### src/rtl/viterbi_acs_scheduler.sv
// viterbi_acs_scheduler: sequences per-symbol ACS sweeps over all
// trellis states, then a backward survivor traceback per frame.
module viterbi_acs_scheduler #(
  parameter int SW        = 6,
  parameter int FRAME_LEN = 32,
  parameter int STEP_W    = 5
) (
  input  logic              clk,
  input  logic              rst,
  input  logic              sym_valid,
  output logic              sym_ready,
  output logic [SW-1:0]     acs_idx,
  output logic              acs_en,
  output logic [STEP_W-1:0] step_cnt,
  output logic [STEP_W-1:0] tb_addr,
  output logic [SW-1:0]     tb_state,
  input  logic              surv_bit,
  output logic              dec_bit,
  output logic              dec_valid,
  output logic              frame_done,
  output logic              busy
);

  typedef enum logic [1:0] {
    IDLE,
    ACS,
    TB,
    DONE
  } state_t;

  localparam logic [SW-1:0]     IDX_LAST  = '1;
  localparam logic [STEP_W-1:0] STEP_LAST = STEP_W'(FRAME_LEN - 1);

  state_t state, state_d;

  logic              sym_ready_d;
  logic [SW-1:0]     acs_idx_d;
  logic              acs_en_d;
  logic [STEP_W-1:0] step_cnt_d;
  logic [STEP_W-1:0] tb_addr_d;
  logic [SW-1:0]     tb_state_d;
  logic              dec_bit_d;
  logic              dec_valid_d;
  logic              frame_done_d;
  logic              busy_d;

  always_comb begin
    state_d      = state;
    sym_ready_d  = sym_ready;
    acs_idx_d    = acs_idx;
    acs_en_d     = acs_en;
    step_cnt_d   = step_cnt;
    tb_addr_d    = tb_addr;
    tb_state_d   = tb_state;
    dec_bit_d    = dec_bit;
    dec_valid_d  = 1'b0;
    frame_done_d = 1'b0;

    unique case (state)
      IDLE: begin
        if (sym_valid && sym_ready) begin
          state_d     = ACS;
          acs_idx_d   = '0;
          acs_en_d    = 1'b1;
          sym_ready_d = 1'b0;
        end
      end

      ACS: begin
        if (acs_idx == IDX_LAST) begin
          acs_idx_d = '0;
          acs_en_d  = 1'b0;
          if (step_cnt == STEP_LAST) begin
            state_d    = TB;
            tb_addr_d  = STEP_LAST;
            tb_state_d = '0;
          end else begin
            state_d     = IDLE;
            step_cnt_d  = step_cnt + 1'b1;
            sym_ready_d = 1'b1;
          end
        end else begin
          acs_idx_d = acs_idx + 1'b1;
        end
      end

      // The survivor bit becomes the new MSB of the predecessor state;
      // the bit shifted out is the decoded input for this step.
      TB: begin
        dec_bit_d   = tb_state[0];
        dec_valid_d = 1'b1;
        tb_state_d  = {surv_bit, tb_state[SW-1:1]};
        if (tb_addr == '0) begin
          state_d      = DONE;
          frame_done_d = 1'b1;
        end else begin
          tb_addr_d = tb_addr - 1'b1;
        end
      end

      DONE: begin
        state_d     = IDLE;
        step_cnt_d  = '0;
        sym_ready_d = 1'b1;
      end

      default: begin
        state_d     = IDLE;
        sym_ready_d = 1'b1;
        acs_en_d    = 1'b0;
      end
    endcase

    busy_d = (state_d != IDLE);
  end

  always_ff @(posedge clk or posedge rst) begin
    if (rst) begin
      state      <= IDLE;
      sym_ready  <= 1'b1;
      acs_idx    <= '0;
      acs_en     <= 1'b0;
      step_cnt   <= '0;
      tb_addr    <= '0;
      tb_state   <= '0;
      dec_bit    <= 1'b0;
      dec_valid  <= 1'b0;
      frame_done <= 1'b0;
      busy       <= 1'b0;
    end else begin
      state      <= state_d;
      sym_ready  <= sym_ready_d;
      acs_idx    <= acs_idx_d;
      acs_en     <= acs_en_d;
      step_cnt   <= step_cnt_d;
      tb_addr    <= tb_addr_d;
      tb_state   <= tb_state_d;
      dec_bit    <= dec_bit_d;
      dec_valid  <= dec_valid_d;
      frame_done <= frame_done_d;
      busy       <= busy_d;
    end
  end

endmodule
### config.mk
export PLATFORM = sky130hd
export DESIGN_NAME = viterbi_acs_scheduler
export DESIGN_NICKNAME = d
export VERILOG_FILES = /design/src/rtl/viterbi_acs_scheduler.sv
export SDC_FILE = /design/constraint.sdc
export NUM_CORES = 1
export LEC_CHECK = 0
export CAP_MARGIN = 20
export CORE_MARGIN = 2
export CORE_UTILIZATION = 40
export CTS_CLUSTER_SIZE = 30
export DETAILED_ROUTE_END_ITERATION = 10
export PLACE_DENSITY = 0.66
export SLEW_MARGIN = 30
export SYNTH_ARGS = -nofsm -noshare
export SYNTH_HDL_FRONTEND = slang
export SYNTH_SLANG_ARGS = --single-unit
### constraint.sdc
create_clock -name clk -period 4.7 [get_ports clk]
set_input_delay 0.94 -clock clk [delete_from_list [all_inputs] [get_ports clk]]
set_output_delay 0.94 -clock clk [all_outputs]
set_load 0.02 [all_outputs]
* Yosys cells after proc, flatten, opt, wreduce, memory -nomap -nowiden
Index checks and enable logic that the tools add are counted.
Cells by class: $add $sub $neg 3, reduce and logical (&&, ||, !) cells 14, equality and inequality tests 10, muxes and demuxes 28
Operator list (number):
- $mux W5 | 5
- $mux W6 | 4
- $pmux W6 S2 | 2
- $pmux W5 S2 | 2
- $ne A2 B2 Y1 const B | 5
- $reduce_and A3 Y1 | 3
- $mux W1 | 8
- $mux W2 | 4
- $pmux W2 S4 | 1
- $reduce_and A4 Y1 | 2
- $reduce_bool A2 Y1 | 4
- $add A6 B1 Y6 const B | 1
- $eq A6 B6 Y1 const B | 1
- $add A5 B1 Y5 const B | 1
- $eq A5 B5 Y1 const B | 1
- $logic_not A5 Y1 | 1
- $sub A5 B1 Y5 const B | 1
- $eq A2 B2 Y1 const B | 2
- $pmux W1 S3 | 1
- $reduce_bool A3 Y1 | 1
- $eq A2 B1 Y1 const B | 1
- $logic_not A2 Y1 | 1
- $pmux W1 S2 | 1
- $reduce_and A2 Y1 | 1
- $logic_and A1 B1 Y1 | 1
Word-level totals: output and inout port bits 28, word-level logic and storage cells 66, register bits after elaboration 30, input port bits 4

* Longest topological paths before layout
Gate-level depths: netlist of run 1.
depth in word-level cells 5, mapped depth 7, mapped depth without buffers 7

* Worst setup path before layout of run 1
Ideal clock, no wire load.
path type register to register, from register step_cnt[0], to register step_cnt[0], path buffers 0, setup slack 2670 ps, data required time 4579 ps, period minus slack after synthesis 2030 ps, arrival 1909 ps, cell stages (with the launch flop) 8, library setup time 121 ps, cell sequence dfrtp_1 > ha_1 > and3_1 > ha_1 > nand3b_1 > nor2_1 > o21ai_0 > a22o_1
Between the ends: longest elaborated chain between the ends 4, elaborated cells on any way between the ends 7, those cells by class 1 x add/sub; 2 x eq/ne; 3 x mux; 1 x reduce/logical
RTL lines:
- start, declared | line 14 | output logic [STEP_W-1:0] step_cnt,
- start signal, assigned | line 135 | step_cnt <= step_cnt_d;
- $add A5 B1 Y5 | line 79 | step_cnt_d = step_cnt + 1'b1;
- $mux W5 | line 73 | if (step_cnt == STEP_LAST) begin
- $mux W5 | line 70 | if (acs_idx == IDX_LAST) begin
- $pmux W5 S2 | line 59 | unique case (state)
Several ways; a longest one is shown, not always the timed one. The select of a mux whose other input is x is not followed. A chain may end at the register's enable or synchronous reset.

* Worst setup path after layout of run 1
from register sym_ready, to output sym_ready
RTL lines:
- start, declared | line 11 | output logic sym_ready,
- start signal, assigned | line 132 | sym_ready <= sym_ready_d;
No word-level cell between the ends.

==> impl_metrics.toml, run 1 <==
[synth]
post_synth.cell_area_avg_um2 = 9.864
ys_ff_latch = 30
netlist_instances = 146
synth_area_um2 = 1440
synthArstFlopShare_pct = 100.0
yosys_warnings = 0
synth_edf_count = 0
ys_seq_area_share_pct = 52.22
synth_cell_type_count = 40
synthesis.nets = 154
synth-main-ff-cell = "dfrtp_1"

[sta]
max_freq_mhz = 406.8
drv_slew = 0
finalCriticalPeriod_ns = 2.458
post-route-period-util_pct = 52.31
rsz0062_at_grt = "false"
finalHoldViolations = 0
fin_ws_ns = 2.242
fin_worst_skew_ns = 0.007762
tns_ns = 0
max_slew_margin_pct = 59.90
setup_viol = 0
tightest_slew_ns = 0.6007

[floorplan]
ios = 32
initial_core_util_pct = 42.49
die_w_um = 64
die-area_um2 = 4096
row_count = 21
die_y_um = 64
core_um2 = 3390

[clocking]
numCtsBuffers = 5
cts_setup_buffers = 0
clk_latency_ns = 0.33
cts_sinks = 30
hold_buffers = 0
h-tree-depth = 2
cts_buffer_depth = 2
clkTransAtPathRegs_ns = 0.09
cts_resized = 0
cts_tree = "built"
cts-root-buf = "clkbuf_4"

[routing]
drc_errors = 0
ant_nets = 0
viasPerCell = 5.247
wl_met2_mm = 1.380
route.vias.total = 1191
drt_wl_total_mm = 2.919
met3WireLength_um = 148
dr.first_iter.drc_count = 82
wire_per_inst_um = 12.86
highest_layer = "met4"
drt-met1-wl_mm = 1.319
drt_first_pass_iters = 4

[critical_path]
critPathBufInv = 1
start_kind = "flop"
worstPathMaxFanout = 5
cp_top_family = "buffers and inverters"
critPathSlowestCell = "clkdlybuf4s50_1"
end_kind = "primary output"
cp_data_required_time_ns = 3.76
worstSetupPathType = "reg2out"
critPathMaxStageDelay_ns = 0.61
crit_chain = "clkdlybuf4s50_1"
cp.arrival_ns = 1.52

[global_routing]
antenna_found_initial = 0
grt_pass1_vias = 1095
grt_pass1_wl_mm = 5.230
grt_use_total_pct = 16.93
grt_max_degree = 31
overflow = 0

[place]
gp_congestion = 0.8343
placed_cells = 219
dp_hpwl_mm = 2.036
portBuffers = 31
dp_slack_ns = 2.543

[final_layout]
final_util_pct = 54.71
regArea_um2 = 752.0
num_antenna_cells = 0
area_delta_synth_final_pct = 28.76
multi_input_area_um2 = 636.9
drive_above_1_share_pct = 11.60
final_nets = 188
fillers = 323
finalNonFillerCells = 227

[pwr]
p_leak_nw = 0.8177
powerDensity_nw_per_um2 = 232.2
ir_drop_uv = 146.0
fin_total_pwr_uw = 430.5

[status]
outcome = "completed"

[run]
cap_violations = 0

[hold_path]
hp-class = "reg2reg"
## final timing paths
check | startpoint | to | slack, ns | cells after the start
hold reg to reg | dec_bit | dec_bit | 0.49 | 2
min in group asynchronous | rst | tb_state[0] | 0.98 | 2
setup / recovery | sym_ready | sym_ready | 2.24 | 1
setup reg to reg | step_cnt[0] | step_cnt[0] | 2.52 | 7
hold / removal | dec_bit | dec_bit | 0.49 | 2
max in group asynchronous | rst | acs_idx[0] | 3.32 | 2
## synthesized netlist by cell type (2+ instances only)
cell        n  area [um2]
nor2_1     11       41.29
nor3_1      4       20.02
o21a_1      2       15.01
nand3_1     7       35.03
a31oi_1     3       18.77
and3_1      2       12.51
clkbuf_1    2       7.510
ha_1        4       50.05
nand2b_1    2       12.51
a21o_1      2       15.01
a21oi_1     2       10.01
buf_2       2       10.01
a22o_1      2       17.52
inv_1       8       30.03
nand2_1    24       90.09
a2bb2oi_2   2       30.03
o31ai_1     2       15.01
o21ai_0    14       70.07
dfrtp_1    29       725.7
or2_2       2       12.51
## layer usage
layer | vias to the layer above | global-route usage, %
met2 | 29 | 25.65
li1 | 582 | -
met3 | 7 | 5.458
met5 | - | 0
met4 | 0 | 8.967
met1 | 573 | 21.46
## cell type report
type,instances,share of cell area (%)
Inverter,9,1.822
Clock buffer,6,2.767
Timing Repair Buffer,31,16.73
Sequential cell,30,40.55
Clock inverter,2,0.6748
Tap cell,46,3.104
Multi-Input combinational cell,103,34.35
## cells in the final DEF (no fill, tap or decap), types with 2 or more instances in the layout
cell type | Yosys | final
clkdlybuf4s50_1 | 0 | 31
dfrtp_1 | 29 | 29
nand2_1 | 24 | 24
o21ai_0 | 14 | 14
nor2_1 | 11 | 11
inv_1 | 8 | 7
nand3_1 | 7 | 7
clkbuf_4 | 0 | 5
nor3_1 | 4 | 4
ha_1 | 4 | 4
a31oi_1 | 3 | 3
a21o_1 | 2 | 2
o31ai_1 | 2 | 2
or2_2 | 2 | 2
and3_1 | 2 | 2
o21a_1 | 2 | 2
nand2b_1 | 2 | 2
inv_2 | 1 | 2
a21oi_1 | 2 | 2
a2bb2oi_2 | 2 | 2
a22o_1 | 2 | 2
## cells by family after synthesis
family	share of synthesized area, %
xor+xnor	0.6083
simple gates	20.68
flops	52.22
fa+ha+maj	3.475
compound gates	19.46
buf+inv	3.562
## per-stage QoR
step	area, um2	hold slack [ns]
after floorplan	1440	0.5529
after global placement	1790	0.4604
after detailed placement	1790	0.4792
after CTS	1854	0.5038
after global routing	1854	0.5483
final	1854	0.4949
## sequential cells by signal, indices dropped and copies added, names as in the netlist
name	flops
tb_addr	5
step_cnt	5
dec_valid	1
acs_en	1
acs_idx	6
dec_bit	1
sym_ready	1
busy	1
tb_state	6
state	2
frame_done	1
## where the power goes
group	switching [mW]	total, mW	internal [mW]	leakage, nW
logic	0.00535	0.00761	0.00226	0.404
registers	0	0.258	0.258	0.379
clock network	0.0932	0.165	0.0718	0.0343
Note: power is estimated with default switching activity, not from simulation.
==> run 2, diff against run 1 <==
--- a/config.mk
+++ b/config.mk
@@ -10,7 +10,7 @@
 export CORE_UTILIZATION = 40
 export CTS_CLUSTER_SIZE = 30
 export DETAILED_ROUTE_END_ITERATION = 10
-export PLACE_DENSITY = 0.66
+export PLACE_DENSITY = 0.68
 export SLEW_MARGIN = 30
 export SYNTH_ARGS = -nofsm -noshare
 export SYNTH_HDL_FRONTEND = slang
==> constraint.sdc (replaced) <==
create_clock -name clk -period 2.1 [get_ports clk]
set_input_delay 0.42 -clock clk [delete_from_list [all_inputs] [get_ports clk]]
set_output_delay 0.42 -clock clk [all_outputs]
set_load 0.02 [all_outputs]
==> run 2 against run 1 <==
Die area did not move. Register-to-register slack lost 2.4 ns. Non-clock buffer count rose by 5. Clock skew increased by 0.012 ns. Flip-flop and latch count is the same. Combinational power grew 150%.
==> impl_metrics.toml, run 2 (synthesis gave the netlist of run 1 again) <==
[critical_path]
worstSetupPathType = "reg2reg"
cp_data_required_time_ns = 2.35
cp.arrival_ns = 2.23
start_kind = "flop"
worstPathMaxFanout = 5
end_kind = "flop"

[sta]
setup_viol = 0
finalCriticalPeriod_ns = 1.980
max_freq_mhz = 504.9
fin_worst_skew_ns = 0.01944
fin_ws_ns = 0.1195
drv_slew = 0
tns_ns = 0
max_slew_margin_pct = 69.98
rsz0062_at_grt = "false"
finalHoldViolations = 0
post-route-period-util_pct = 94.31
tightest_slew_ns = 0.4494

[global_routing]
grt_max_degree = 31
grt_pass1_vias = 1240
grt_use_total_pct = 17.43
overflow = 0
antenna_found_initial = 0
grt_pass1_wl_mm = 5.533

[status]
outcome = "completed"

[place]
portBuffers = 31
dp_slack_ns = 0.07857
gp_congestion = 0.8071
placed_cells = 224
dp_hpwl_mm = 2.283

[routing]
route.vias.total = 1235
drc_errors = 0
viasPerCell = 5.323
ant_nets = 0
drt_first_pass_iters = 4
drt_wl_total_mm = 3.209
dr.first_iter.drc_count = 62
wire_per_inst_um = 13.83

[clocking]
hold_buffers = 0
cts_tree = "built"
numCtsBuffers = 5
cts_sinks = 30
cts_setup_buffers = 0
cts_resized = 0
cts-root-buf = "clkbuf_4"
cts_buffer_depth = 2
clkTransAtPathRegs_ns = 0.10
clk_latency_ns = 0.33
h-tree-depth = 2

[final_layout]
drive_above_1_share_pct = 12.90
top_regs = "acs_idx: 6 flops, tb_state: 6 flops"
finalNonFillerCells = 232
layout_common_cells = "clkdlybuf4s50_1, dfrtp_1, nand2_1"
area_delta_synth_final_pct = 31.19
num_antenna_cells = 0
layout_commonest_cell = "clkdlybuf4s50_1"
final_nets = 193
final_util_pct = 55.74

[floorplan]
row_count = 21
core_um2 = 3390
initial_core_util_pct = 42.49
die-area_um2 = 4096
ios = 32
die_y_um = 64
die_w_um = 64

[pwr]
p_leak_nw = 0.8419
ir_drop_uv = 320.2
switching_share_pct = 21.41
pwr-share-clk_pct = 37.4
p_seq_share_pct = 60.6
internal_power_uw = 748.6
fin_total_pwr_uw = 952.5
powerDensity_nw_per_um2 = 504.2
pwr-share-comb_pct = 2.0
power.switching_uw = 203.9

[hold_path]
hp-class = "in2async"

[run]
cap_violations = 0
==> run 2: final cells by class <==
class | instances | area [um2]
inverters | 9 | 33.78
flip-flops and latches | 30 | 752.0
clock buffers | 8 | 58.81
well taps | 46 | 57.56
repair buffers | 36 | 347.8
fillers | 305 | 1500
multi-input cells | 103 | 639.4
==> run 2: per-stage QoR <==
stage / hold WS, ns / instance area (um2)
CTS: 0.4642 / 1887
global route: 0.4810 / 1889
floorplan: 0.4704 / 1440
detailed placement: 0.4853 / 1828
finish: 0.4553 / 1889
global placement: 0.4604 / 1828
==> run 2: path summary, 6_finish.rpt <==
path                            cells past startpoint         from  slack, ns     endpoint
worst max-delay path                                8  step_cnt[0]       0.12    sym_ready
worst min-delay path                                3          rst       0.46  step_cnt[3]
worst max register to register                      8  step_cnt[0]       0.12    sym_ready
worst min register to register                      2      dec_bit       0.50      dec_bit
max in group asynchronous                           3          rst       1.33    sym_ready
min in group clk                                    2      dec_bit       0.50      dec_bit
==> run 2: worst max-delay path, stage by stage, from the launching register on <==
cell	delay (ns)
dfrtp_1	0.43
ha_1	0.25
and3_1	0.20
ha_1	0.19
nand3b_1	0.20
nor2_2	0.17
buf_4	0.17
o21a_1	0.13
a2bb2oi_1	0.18
==> run 2: power by group through the flow <==
stage          Clock [mW]  Sequential [mW]  Combinational [mW]
2_1_floorplan           0            0.589             0.00855
6_report            0.356            0.577              0.0188
3_3_place_gp            0            0.589              0.0195
3_5_place_dp            0            0.589              0.0198
5_1_grt             0.395            0.577              0.0220
4_1_cts             0.365            0.577              0.0198
==> run 2: routing by layer <==
metal | wire, um | up-vias | GRT usage, %
met4 | 42 | 0 | 6.522
met2 | 1612 | 34 | 30.47
met5 | 0 | - | 0
li1 | - | 590 | -
met3 | 159 | 7 | 5.282
met1 | 1395 | 604 | 19.89
==> run 3, diff against run 2 <==
--- a/config.mk
+++ b/config.mk
@@ -7,10 +7,10 @@
 export LEC_CHECK = 0
 export CAP_MARGIN = 20
 export CORE_MARGIN = 2
-export CORE_UTILIZATION = 40
+export CORE_UTILIZATION = 44
 export CTS_CLUSTER_SIZE = 30
 export DETAILED_ROUTE_END_ITERATION = 10
-export PLACE_DENSITY = 0.68
+export PLACE_DENSITY = 0.74
 export SLEW_MARGIN = 30
 export SYNTH_ARGS = -nofsm -noshare
 export SYNTH_HDL_FRONTEND = slang
==> constraint.sdc (replaced) <==
create_clock -name clk -period 2.1 [get_ports clk]
set_input_delay 0.525 -clock clk [delete_from_list [all_inputs] [get_ports clk]]
set_output_delay 0.525 -clock clk [all_outputs]
set_load 0.02 [all_outputs]
==> run 3 against run 2 <==
Sequential share of layout area decreased by 0.67 points. Global-route usage increased by 2.8 points. Setup slack got worse by 0.0097 ns. Utilization increased by 6.7 points. Routed wire length decreased by 0.25%. Via count increased by 1.9%. First-iteration DRC count decreased by 37%. Count of clock-buffer cells in the layout decreased by 1. Critical endpoint is now tb_addr[2]. Largest cell class unchanged. Largest power group unchanged.
==> impl_metrics.toml, run 3 (synthesis gave the netlist of run 1 again) <==
[final_layout]
area_delta_synth_final_pct = 33.45
top_regs = "acs_idx: 6 flops, tb_state: 6 flops"
num_antenna_cells = 0
drive_above_1_share_pct = 15.43
final_nets = 195
layout_commonest_cell = "clkdlybuf4s50_1"
stdcell_area_um2 = 1922
layout_common_cells = "clkdlybuf4s50_1, dfrtp_1, nand2_1"

[critical_path]
cp.arrival_ns = 1.47
end_kind = "primary output"
crit_chain = "clkdlybuf4s50_1"
worstPathMaxFanout = 6
critPathMaxStageDelay_ns = 0.65
cp_top_family = "buffers and inverters"
critPathSlowestCell = "clkdlybuf4s50_1"
start_kind = "flop"
worstSetupPathType = "reg2out"
cp_data_required_time_ns = 1.57
critPathBufInv = 1

[routing]
drt_wl_total_mm = 3.201
drc_errors = 0
drt_first_pass_iters = 4
viasPerCell = 5.427
route.vias.total = 1259
ant_nets = 0
dr.first_iter.drc_count = 39
wire_per_inst_um = 13.80

[global_routing]
grt_use_total_pct = 20.19
overflow = 0
grt_pass1_vias = 1259
antenna_found_initial = 0
grt_max_degree = 31
grt_pass1_wl_mm = 5.485

[clocking]
clk_latency_ns = 0.34
numCtsBuffers = 5
cts_sinks = 30
clkTransAtPathRegs_ns = 0.09
cts_buffer_depth = 2
cts-root-buf = "clkbuf_4"
cts_tree = "built"
h-tree-depth = 2
hold_buffers = 0

[pwr]
ir_drop_uv = 283.9
powerDensity_nw_per_um2 = 502.1
pwr-share-comb_pct = 2.0
pwr-share-clk_pct = 38.2
switching_share_pct = 22.74
p_leak_nw = 0.8779
power.switching_uw = 219.4
internal_power_uw = 745.6
p_seq_share_pct = 59.8

[floorplan]
die_w_um = 61.21
die_y_um = 61.21
ios = 32
die-area_um2 = 3747
core_um2 = 3078
row_count = 20
initial_core_util_pct = 46.79

[sta]
fin_ws_ns = 0.1098
finalHoldViolations = 0
post-route-period-util_pct = 94.77
max_slew_margin_pct = 69.22
rsz0062_at_grt = "false"
fin_worst_skew_ns = 0.009104
tightest_slew_ns = 0.4608
setup_viol = 0
max_freq_mhz = 502.5
drv_slew = 0
finalCriticalPeriod_ns = 1.990
tns_ns = 0

[place]
dp_slack_ns = 0.07210
dp_hpwl_mm = 2.201
placed_area_um2 = 1826
portBuffers = 31
gp_congestion = 0.8493

[hold_path]
hp-class = "reg2reg"

[run]
cap_violations = 0

[status]
outcome = "completed"
## run 3: timing repair
action,CTS,global route
gates resized for setup,0,5
buffers inserted,0,2
setup endpoints to repair,0,8
## run 3: layer usage
metal	track usage (%)	wire length, um	vias up
met3	4.412	163	11
met2	33.59	1557	51
met4	11.49	67	0
met5	0	0	-
li1	-	-	598
met1	24.10	1412	599
## run 3: path summary, 6_finish.rpt
check | startpoint | to | slack [ns] | cells past startpoint
max | tb_addr[2] | tb_addr[2] | 0.11 | 1
min | dec_bit | dec_bit | 0.49 | 2
max reg2reg | step_cnt[1] | step_cnt[0] | 0.14 | 7
min reg2reg | dec_bit | dec_bit | 0.49 | 2
max in group asynchronous | rst | sym_ready | 1.22 | 3
min in group asynchronous | rst | tb_state[5] | 0.56 | 3
## run 3: metrics by stage
stage | hold WS [ns] | util (%) | instances | power, mW
2_1_floorplan | 0.5529 | - | 146 | 0.5972
3_3_place_gp | 0.4605 | 59.31 | 222 | 0.6080
3_5_place_dp | 0.4881 | 59.31 | 222 | 0.6087
4_1_cts | 0.5104 | 61.26 | 230 | 0.9722
5_1_grt | 0.5344 | 62.44 | 232 | 1.007
6_report | 0.4946 | 62.44 | 232 | 0.9650
## run 3: final cells by class
class	count	area, um2
clock inverters	1	5.005
flip-flops and latches	30	752.0
repair buffers	38	365.4
clock buffers	7	55.05
well taps	44	55.05
inverters	9	33.78
fillers	283	1156
multi-input cells	103	655.6
## run 3: power by group through the flow
stage | sequential (mW) | combinational [mW] | clock [mW]
2_1_floorplan | 0.589 | 0.00855 | 0
3_3_place_gp | 0.589 | 0.0193 | 0
3_5_place_dp | 0.589 | 0.0201 | 0
4_1_cts | 0.577 | 0.0203 | 0.375
5_1_grt | 0.577 | 0.0223 | 0.407
6_report | 0.577 | 0.0190 | 0.369
## run 3: worst min-delay path, cell delays in order (launching register included)
cell	delay, ns
dfrtp_1	0.36
nand2_1	0.06
nand2_1	0.05
